$ cat config.mk
export PLATFORM = sky130hd
export DESIGN_NAME = hex_tx_fmt
export DESIGN_NICKNAME = d
export VERILOG_FILES = /design/src/rtl/hex_tx_fmt.sv
export SDC_FILE = /design/constraint.sdc
export NUM_CORES = 1
export LEC_CHECK = 0
export ABC_AREA = 1
export CAP_MARGIN = 20
export CORE_AREA = 4 4 73 92
export CTS_BUF_LIST = sky130_fd_sc_hd__clkbuf_8
export CTS_CLUSTER_SIZE = 20
export DETAILED_ROUTE_END_ITERATION = 16
export DIE_AREA = 0 0 77 96
export PLACE_DENSITY = 0.7
export RECOVER_POWER = 100
export SKIP_LAST_GASP = 1
export SLEW_MARGIN = 20
export SYNTH_ARGS = -nofsm -noshare
export SYNTH_HDL_FRONTEND = slang
export SYNTH_SLANG_ARGS = --single-unit
export TNS_END_PERCENT = 1
$ cat constraint.sdc
create_clock -name clk -period 1.9 [get_ports clk]
set_input_delay 0.19 -clock clk [delete_from_list [all_inputs] [get_ports clk]]
set_output_delay 0.19 -clock clk [all_outputs]
set_load 0.01 [all_outputs]
$ cat src/rtl/hex_tx_fmt.sv
// hex_tx_fmt: turns one accepted word into a short character stream for a
// UART transmitter. Hex mode prints the word as uppercase ASCII hex digits
// (optionally without leading zeros, optionally followed by CR LF). Raw mode
// passes the low byte through, except that 0xFF is sent as CR LF.
module hex_tx_fmt #(
   parameter int NIBBLES = 8,    // hex digits per word, 1..16
   parameter bit CRLF_EN = 1'b1, // append CR LF after each hex word
   parameter bit LZS_EN  = 1'b0  // suppress leading zero digits in hex mode
) (
   input  logic                   clk,
   input  logic                   rst,
   input  logic                   in_valid,
   output logic                   in_ready,
   input  logic [4*NIBBLES-1:0]   in_data,
   input  logic                   in_mode,
   output logic                   out_valid,
   input  logic                   out_ready,
   output logic [7:0]             out_byte,
   output logic                   busy
);

   localparam int DW = 4 * NIBBLES;
   // The shift register must also hold a raw byte when the word is narrower.
   localparam int SW = (DW < 8) ? 8 : DW;
   localparam int CW = $clog2(NIBBLES + 1);

   typedef enum logic [2:0] {
      S_IDLE,
      S_HEX,
      S_CR,
      S_LF,
      S_RAW
   } state_e;

   state_e          state_q, state_d;
   logic [SW-1:0]   shift_q, shift_d;
   logic [CW-1:0]   cnt_q, cnt_d;     // digits still to be emitted, current one included

   logic [CW-1:0]   msd_idx;
   logic [CW-1:0]   lead_zeros;
   logic [DW-1:0]   aligned;
   logic [CW-1:0]   first_cnt;
   logic [SW-1:0]   raw_in;
   logic [3:0]      cur_digit;
   logic [7:0]      hex_char;

   // Locate the most significant non-zero digit of the incoming word (0 if all zero).
   always_comb begin
      msd_idx = '0;
      for (int i = 0; i < NIBBLES; i++) begin
         if (in_data[4*i +: 4] != 4'h0) msd_idx = CW'(i);
      end
   end

   // With suppression on, the word is pre-shifted so its first printed digit
   // sits in the top nibble; the digit counter then starts below NIBBLES.
   assign lead_zeros = CW'(NIBBLES - 1) - msd_idx;
   assign aligned    = LZS_EN ? (in_data << {lead_zeros, 2'b00}) : in_data;
   assign first_cnt  = LZS_EN ? (msd_idx + CW'(1)) : CW'(NIBBLES);
   assign raw_in     = SW'(in_data);

   assign cur_digit  = shift_q[DW-1 -: 4];
   assign hex_char   = (cur_digit < 4'd10) ? (8'h30 + {4'h0, cur_digit})
                                           : (8'h37 + {4'h0, cur_digit});

   assign in_ready   = (state_q == S_IDLE);
   assign busy       = ~in_ready;

   // Next-state, datapath update and character output of the formatter FSM.
   always_comb begin
      // NOTE: every output of this block gets a default first, so no path can
      // leave a variable unassigned and infer a latch.
      state_d   = state_q;
      shift_d   = shift_q;
      cnt_d     = cnt_q;
      out_valid = (state_q != S_IDLE);
      out_byte  = 8'h00;

      unique case (state_q)
         S_IDLE: begin
            if (in_valid) begin
               if (in_mode) begin
                  shift_d = SW'(aligned);
                  cnt_d   = first_cnt;
                  state_d = S_HEX;
               end else begin
                  shift_d = raw_in;
                  cnt_d   = '0;
                  state_d = (raw_in[7:0] == 8'hFF) ? S_CR : S_RAW;
               end
            end
         end
         S_HEX: begin
            out_byte = hex_char;
            if (out_ready) begin
               shift_d = shift_q << 4;
               cnt_d   = cnt_q - CW'(1);
               if (cnt_q == CW'(1)) state_d = CRLF_EN ? S_CR : S_IDLE;
            end
         end
         S_CR: begin
            out_byte = 8'h0D;
            if (out_ready) state_d = S_LF;
         end
         S_LF: begin
            out_byte = 8'h0A;
            if (out_ready) state_d = S_IDLE;
         end
         S_RAW: begin
            out_byte = shift_q[7:0];
            if (out_ready) state_d = S_IDLE;
         end
         default: state_d = S_IDLE;
      endcase
   end

   // State, shift register and digit counter; reset abandons any frame at once.
   always_ff @(posedge clk or posedge rst) begin
      // NOTE: the shift register is cleared on reset like the rest of the state,
      // so a stale word can never leak into the first frame after reset.
      if (rst) begin
         state_q <= S_IDLE;
         shift_q <= '0;
         cnt_q   <= '0;
      end else begin
         // NOTE: non-blocking assignments so every register samples the
         // pre-edge values regardless of statement order.
         state_q <= state_d;
         shift_q <= shift_d;
         cnt_q   <= cnt_d;
      end
   end

endmodule
==> results of run 1 <==
[flip-flops by register name (all words and copies together), names as in the netlist]
signal and flops:
state_q 3, shift_q 32, cnt_q 4
[worst max path at each step]
stage	end	slack [ns]	cells past startpoint
after floorplan	out_valid	0.44	5
after global placement	out_byte[3]	0.08	5
after detailed placement	out_byte[1]	0.06	7
after CTS	out_byte[3]	-0.21	5
after global routing	out_byte[3]	-0.32	5
final	out_byte[3]	-0.21	5
[where the power goes]
group | internal, uW | switching, uW
combinational | 1040 | 1600
sequential | 1230 | 148
clock | 285 | 276
total | 2550 | 2030
[cell type report]
cell class | instances | area share (%)
multi-input combinational | 211 | 35.1
timing repair buffer | 62 | 19.7
sequential | 39 | 33.1
inverter | 49 | 6.24
clock buffer | 6 | 2.80
tap | 66 | 2.80
clock inverter | 1 | 0.170
[per-layer routing]
| layer | track usage [%] | wire, um |
|---|---|---|
| met3 | 4.40 | 288 |
| met5 | 0 | 0 |
| met1 | 19.3 | 2360 |
| met2 | 28.9 | 2780 |
| met4 | 5.19 | 86 |
[worst min-delay path, delay by kind of cell, from the launching register on]
family	cells	cell delay, ns
flops	1	0.32
buf+inv	1	0.05
compound gates	1	0.11
[through the flow]
step	hold slack (ns)	std cells	setup TNS [ns]	power [uW]
2_1_floorplan	0.337	313	0	3320
3_3_place_gp	0.499	427	0	4120
3_5_place_dp	0.506	427	0	4160
4_1_cts	0.345	434	-1.72	4750
5_1_grt	0.543	434	-2.61	5080
6_report	0.515	434	-1.39	4580
[cells by family (layout without fill, tap and decap cells)]
logic type / after synthesis / after routing / synth area share (%)
AO/OA/AOI/OAI: 80 / 80 / 20.4
AND/OR/NAND/NOR: 127 / 127 / 22.6
flip-flops: 39 / 39 / 42.3
buffers and inverters: 63 / 118 / 12.7
XOR/XNOR: 1 / 1 / 0.380
adder cells (fa/ha/maj): 3 / 3 / 1.63
[cells in the final DEF (no fill, tap or decap)]
cell | Yosys | layout
sky130_fd_sc_hd__nand3_1 | 21 | 21
sky130_fd_sc_hd__o22ai_1 | 1 | 1
sky130_fd_sc_hd__clkbuf_8 | 0 | 6
sky130_fd_sc_hd__xor2_1 | 1 | 1
sky130_fd_sc_hd__ha_1 | 3 | 3
sky130_fd_sc_hd__o211ai_1 | 2 | 2
sky130_fd_sc_hd__o21ai_0 | 56 | 56
sky130_fd_sc_hd__o21ai_2 | 16 | 16
sky130_fd_sc_hd__nand2_1 | 91 | 91
sky130_fd_sc_hd__nor2_4 | 1 | 1
sky130_fd_sc_hd__clkbuf_4 | 0 | 2
sky130_fd_sc_hd__nand2_2 | 1 | 1
sky130_fd_sc_hd__dlygate4sd3_1 | 0 | 1
sky130_fd_sc_hd__nand4_1 | 2 | 2
sky130_fd_sc_hd__dlymetal6s2s_1 | 0 | 1
sky130_fd_sc_hd__o221ai_1 | 1 | 1
sky130_fd_sc_hd__inv_1 | 49 | 49
sky130_fd_sc_hd__dfrtp_1 | 39 | 38
sky130_fd_sc_hd__clkinv_2 | 0 | 1
sky130_fd_sc_hd__clkbuf_2 | 1 | 1
sky130_fd_sc_hd__dfrtp_2 | 0 | 1
sky130_fd_sc_hd__nor2_1 | 10 | 11
sky130_fd_sc_hd__buf_4 | 1 | 12
sky130_fd_sc_hd__a21oi_1 | 4 | 4
sky130_fd_sc_hd__clkdlybuf4s50_1 | 0 | 44
sky130_fd_sc_hd__dlygate4sd2_1 | 0 | 1
[cell usage after synthesis, drive strengths merged]
| master | instances | area [um2] |
|---|---|---|
| clkbuf | 4 | 16.3 |
| o211ai | 2 | 15.0 |
| dfrtp | 39 | 976 |
| ha | 3 | 37.5 |
| xor2 | 1 | 8.76 |
| inv | 49 | 184 |
| nand3 | 21 | 105 |
| buf | 10 | 92.6 |
| nand4 | 2 | 12.5 |
| a21oi | 4 | 20.0 |
| o22ai | 1 | 6.26 |
| nor2 | 12 | 55.1 |
| nand2 | 92 | 348 |
| o21ai | 72 | 420 |
| o221ai | 1 | 8.76 |
==> metrics.log, run 1 <==
[metrics] status: finished, violations left
[metrics] violations in the final reports: negative setup slack
[metrics] sequential cell area: 977 um2
[metrics] Worst setup startpoint: state_q[1]
[metrics] CP Capture Type: output port
[metrics] setup slack at placement: between 0.06 and 0.07 ns
[metrics] count of cells resized by post-cts repair: 3
[metrics] core area: 5780 um2
[metrics] Die Area: 7390 um2
[metrics] Post-DP Area: between 2000 and 3000 um2
[metrics] startpoint of the worst hold path: shift_q[9]
[metrics] Finished Cell Area: 2950 um2
[metrics] arrival time worst endpoint: around 1.9 ns
[metrics] Worst Hold Class: reg -> reg
[metrics] count of different cell masters after synthesis: 23
[metrics] post-synthesis instance area: ~2300 um2
[metrics] startpoint class of the critical path: register
[metrics] average wire per standard cell: ~13 um
[metrics] worst reg2reg setup slack: 0.14 ns
[metrics] number of clock sinks seen by CTS: 39
[metrics] number of max-slew violations in the final report: 0
[metrics] worst-case headroom to the max-slew limit: 37.3%
[metrics] post-detail-place hpwl: around 4200 um
[metrics] critical-path cell list: buf_4, nor2_1, nand2_2, o221ai_1, clkdlybuf4s50_1
[metrics] detailed-route vias per instance: 4.84
[metrics] iteration-0 DRC count of the detailed router: 93
[metrics] row cnt: 31
[metrics] clock insertion delay at the later pin of the skew report: 0.29 ns
[metrics] yosys synthesis warning count: 0
[metrics] number of remaining DRC errors: 0
[metrics] achievable clock frequency: 475 MHz
[metrics] max-capacitance violation count: 0
[metrics] maximum fanout encountered on the critical timing path: 7
[metrics] input/output buffers: 47
[metrics] proportion of layout cells with a drive suffix above 1: between 10% and 20%
[metrics] via count of the first global-routing pass: between 2000 and 2500
[metrics] origin of the critical flop-to-flop path: state_q[1]
[metrics] final standard cell utilization of the core: approximately 51%
[metrics] CTS buffer count: 5
[metrics] total overflow reported by the global router: 0
[metrics] power density cells: around 1600 nW/um2
[metrics] required time of the critical path: 1.71 ns
[metrics] Initial Util: 39.9%
[metrics] Yosys reg bits: 39
[metrics] Seq/Total Area, Yosys: 42.3%
[metrics] final worst slack: -0.207 ns
[metrics] largest net degree at the start of global routing: 42
[metrics] number of antenna violations at the first check in global routing: 0
[metrics] first-pass iteration count of the detailed router: 4
[metrics] Slowest Stage Delay on Critical Path: 0.57 ns
[metrics] area of the multi-input gates: 1030 um2
[metrics] Worst Setup Path Type: reg -> out
[metrics] number of failing hold endpoints at the final stage: 0
[metrics] Clock Pin Slew Worst Setup and Hold Paths: roughly 0.070 ns
[metrics] remaining antenna violation count: 0
[metrics] wire length of the first global-routing pass: 9560 um
[metrics] CP max-delay cell: sky130_fd_sc_hd__clkdlybuf4s50_1
[metrics] H-tree depth: 2
[metrics] number of filler instances in the final layout: about 600
[metrics] r2r worst-path depth: 9
[metrics] setup violators final: 9
[metrics] skew final: 0.00240 ns
[metrics] kind of cell adding the most delay to the critical path: buffers and inverters
[metrics] endpoint of the most critical register-to-register path: shift_q[29]
[metrics] syn_nets: between 300 and 400
[metrics] quantity of hold-fixing buffers added after cts: 0
[metrics] routability-driven placement congestion ratio: 0.899
[metrics] Worst Max-Slew Pin Slew: 0.941 ns
[metrics] Worst Hold End: shift_q[9]
[metrics] final worst path period need: 2.11 ns
[metrics] area grow syn2layout: 27.8%
[metrics] total via count in the routed design: 2102
[metrics] I/O Pins: between 40 and 50
[metrics] post-detailed-routing wire length: around 5500 um
[metrics] post-CTS setup buffer count: 0
[metrics] hold-critical path depth: 2
[metrics] setup repair after global routing missed its margin: yes
[metrics] cell leakage power: 0.00146 uW
[metrics] overall track demand over capacity in global routing: between 10% and 20%
[metrics] Antenna Cells: 0
[metrics] buffer and inverter count on the worst path: 2
[metrics] maximum clock insertion buffer count: 2
[metrics] TritonCTS clock tree: yes
[metrics] CTS Root Cell: sky130_fd_sc_hd__clkbuf_8
[metrics] VDD IR max: 798 uV
[metrics] Final period util: 111%
[metrics] x dimension of the die: between 70 and 80 um
[metrics] cells after synthesis: 313
[metrics] vertical extent of the die: around 96 um
[metrics] Final nets: approximately 410
[metrics] Syn Area/Cell: 7.37 um2
Power figures use the tool's default switching activity.
==> run 2, diff against run 1 <==
--- a/config.mk
+++ b/config.mk
@@ -8,12 +8,11 @@
 export ABC_AREA = 1
 export CAP_MARGIN = 20
 export CORE_AREA = 4 4 73 92
-export CTS_BUF_LIST = sky130_fd_sc_hd__clkbuf_8
+export CTS_BUF_LIST = sky130_fd_sc_hd__clkbuf_4
 export CTS_CLUSTER_SIZE = 20
 export DETAILED_ROUTE_END_ITERATION = 16
 export DIE_AREA = 0 0 77 96
 export PLACE_DENSITY = 0.7
-export RECOVER_POWER = 100
 export SKIP_LAST_GASP = 1
 export SLEW_MARGIN = 20
 export SYNTH_ARGS = -nofsm -noshare
==> run 2 against run 1 <==
  * The run still ends with negative setup slack left
  * Design area is 0.21% lower
  * Critical path depth is 1 higher
  * Count of clock-buffer cells in the layout is 1 lower
  * Clock power is 31% lower
  * Setup slack worse by 0.037 ns
  * First-iteration DRC count is 8.6% lower
  * Worst hold slack worse by 0.26 ns
  * Clock skew is 0.0039 ns higher
  * Wire length is 1.4% lower
  * Flip-flop and latch count stayed put
  * Highest routed layer unchanged
==> metrics.log, run 2 (synthesized netlist as in run 1, its figures left out) <==
[metrics] Antenna Cells: 0
[metrics] average wire per standard cell: approximately 13 um
[metrics] CTS buffer count: 5
[metrics] Worst setup startpoint: shift_q[29]
[metrics] flip-flop count of the largest register, all copies and words added: 32
[metrics] Die Area: 7390 um2
[metrics] CTS Root Cell: sky130_fd_sc_hd__clkbuf_4
[metrics] number of antenna violations at the first check in global routing: 0
[metrics] busiest layer in global routing: met2
[metrics] setup repair after global routing missed its margin: yes
[metrics] detailed-route vias per instance: a little under 5
[metrics] clock insertion delay at the later pin of the skew report: 0.34 ns
[metrics] total overflow reported by the global router: 0
[metrics] input/output buffers: between 40 and 50
[metrics] post-detail-place hpwl: 4150 um
[metrics] stages on the worst setup path: 6
[metrics] endpoint of the most critical register-to-register path: shift_q[29]
[metrics] power density cells: 1530 nW/um2
[metrics] skew final: 0.00633 ns
[metrics] post-detailed-routing wire length: 5430 um
[metrics] setup violators final: 9
[metrics] proportion of layout cells with a drive suffix above 1: between 10% and 20%
[metrics] met1 track utilization from global routing: 19.1%
[metrics] wire length of the first global-routing pass: 9470 um
[metrics] number of failing hold endpoints at the final stage: 0
[metrics] VDD IR max: 781 uV
[metrics] first-pass iteration count of the detailed router: 4
[metrics] post-route worst hold slack: 0.259 ns
[metrics] buffer and inverter count on the worst path: 3
[metrics] quantity of hold-fixing buffers added after cts: 0
[metrics] number of filler instances in the final layout: 592
[metrics] routability-driven placement congestion ratio: about 0.90
[metrics] total via count in the routed design: 2096
[metrics] final worst slack: -0.245 ns
[metrics] overall track demand over capacity in global routing: 16.0%
[metrics] Worst Max-Slew Pin Slew: 0.482 ns
[metrics] TritonCTS clock tree: yes
[metrics] H-tree depth: 2
[metrics] achievable clock frequency: approximately 470 MHz
[metrics] maximum fanout encountered on the critical timing path: 3
[metrics] Final nets: 408
[metrics] final worst path period need: between 2 and 2.5 ns
[metrics] max-capacitance violation count: 0
[metrics] remaining antenna violation count: 0
[metrics] Worst Hold Class: in -> async
[metrics] kind of cell adding the most delay to the critical path: buffers and inverters
[metrics] worst-case headroom to the max-slew limit: 67.9%
[metrics] area grow syn2layout: 27.6%
[metrics] CP max-delay cell: sky130_fd_sc_hd__clkdlybuf4s50_1
[metrics] largest registers in the final layout: shift_q: 32 flops, cnt_q: 4 flops, state_q: 3 flops
[metrics] row cnt: 31
[metrics] met3 demand-to-capacity share in global routing: under 10%
[metrics] Initial Util: between 30% and 40%
[metrics] final standard cell utilization of the core: 50.9%
[metrics] post-CTS setup buffer count: 0
[metrics] Reg with most FFs: shift_q
[metrics] number of max-slew violations in the final report: 0
[metrics] vertical extent of the die: 96 um
[metrics] status: finished, violations left
[metrics] most frequent cells in the layout: sky130_fd_sc_hd__nand2_1, sky130_fd_sc_hd__o21ai_0, sky130_fd_sc_hd__inv_1
[metrics] number of remaining DRC errors: 0
[metrics] arrival time worst endpoint: 1.95 ns
[metrics] commonest non-fill, non-tap cell in the layout: sky130_fd_sc_hd__nand2_1
[metrics] largest net degree at the start of global routing: 42
[metrics] via count of the first global-routing pass: roughly 2100
[metrics] Setup crit end: out_byte[4]
[metrics] critical-path cell list: inv_1, ha_1, a21oi_1, buf_4, o22ai_1, clkdlybuf4s50_1
[metrics] required time of the critical path: 1.71 ns
[metrics] x dimension of the die: 77 um
[metrics] Clock Pin Slew Worst Setup and Hold Paths: between 0.1 and 0.15 ns
[metrics] r2r worst-path depth: 9
[metrics] I/O Pins: 48
[metrics] violations in the final reports: negative setup slack
[metrics] core area: roughly 5800 um2
[metrics] Worst Setup Path Type: reg -> out
[metrics] startpoint class of the critical path: register
[metrics] CP Capture Type: output port
[metrics] Slowest Stage Delay on Critical Path: approximately 0.56 ns
[metrics] iteration-0 DRC count of the detailed router: 85
[metrics] met2 layer usage reported by global route: 28.9%
[metrics] number of clock sinks seen by CTS: 39
[metrics] worst reg2reg setup slack: 0.32 ns
[metrics] maximum clock insertion buffer count: 2
[metrics] Final period util: 113%
[metrics] cell leakage power: 0.00145 uW
[metrics] origin of the critical flop-to-flop path: state_q[1]
==> run 2: worst register-to-register path, cell delays in order (launching register included) <==
cell and delay, ns:
sky130_fd_sc_hd__dfrtp_1 0.40, sky130_fd_sc_hd__buf_4 0.16, sky130_fd_sc_hd__nor2_1 0.16, sky130_fd_sc_hd__buf_4 0.14, sky130_fd_sc_hd__nand3_1 0.10, sky130_fd_sc_hd__nand2_2 0.12, sky130_fd_sc_hd__nor2_4 0.06, sky130_fd_sc_hd__buf_12 0.17
sky130_fd_sc_hd__nand2_1 0.11, sky130_fd_sc_hd__o21ai_2 0.07
==> run 2: how the worst min path moves through the flow <==
stage                      from     endpoint  slack [ns]  cells past startpoint
detailed placement   shift_q[8]   shift_q[8]        0.51                      2
CTS                         rst  shift_q[16]        0.28                      3
finish                      rst  shift_q[16]        0.26                      3
global route                rst  shift_q[16]        0.32                      3
global placement    shift_q[11]  shift_q[11]        0.50                      2
floorplan            in_data[0]   shift_q[0]        0.34                      2
==> run 2: final cells by class <==
type	count	area, um2	share of cell area, %
clock inverters	2	8.76	0.298
well taps	66	82.6	2.81
repair buffers	62	608	20.7
clock buffers	5	37.5	1.28
multi-input cells	211	1040	35.5
inverters	49	184	6.25
flip-flops and latches	39	976	33.2
==> run 2: report_power, final <==
| part | total, uW | switching (uW) | internal [uW] | leakage, uW |
|---|---|---|---|---|
| Sequential | 1370 | 147 | 1220 | 0.000488 |
| Clock | 386 | 255 | 131 | 0.0000285 |
| Combinational | 2740 | 1620 | 1120 | 0.000938 |
==> run 2: timing repair <==
| action | 4_1_cts | 5_1_grt |
|---|---|---|
| pin swaps | 0 | 0 |
| setup endpoints to repair | 11 | 11 |
| endpoints found under the hold margin | 0 | 0 |
| gates resized for setup | 4 | 1 |
==> run 2: stage by stage <==
step                instance area, um2  setup TNS [ns]  std cells  power, uW  setup slack, ns
floorplan                         2310               0        313       3320            0.439
global placement                  2890               0        427       4120           0.0774
detailed placement                2890               0        427       4160           0.0629
CTS                               2940           -2.22        434       4570           -0.274
global route                      2940           -2.85        434       5010           -0.366
finish                            2940           -1.75        434       4500           -0.245
==> run 2: metal layers <==
| metal | vias to the layer above | wire length (um) |
|---|---|---|
| li1 | 1107 | - |
| met1 | 934 | 2330 |
| met2 | 49 | 2760 |
| met3 | 6 | 284 |
| met4 | 0 | 54 |
| met5 | - | 0 |
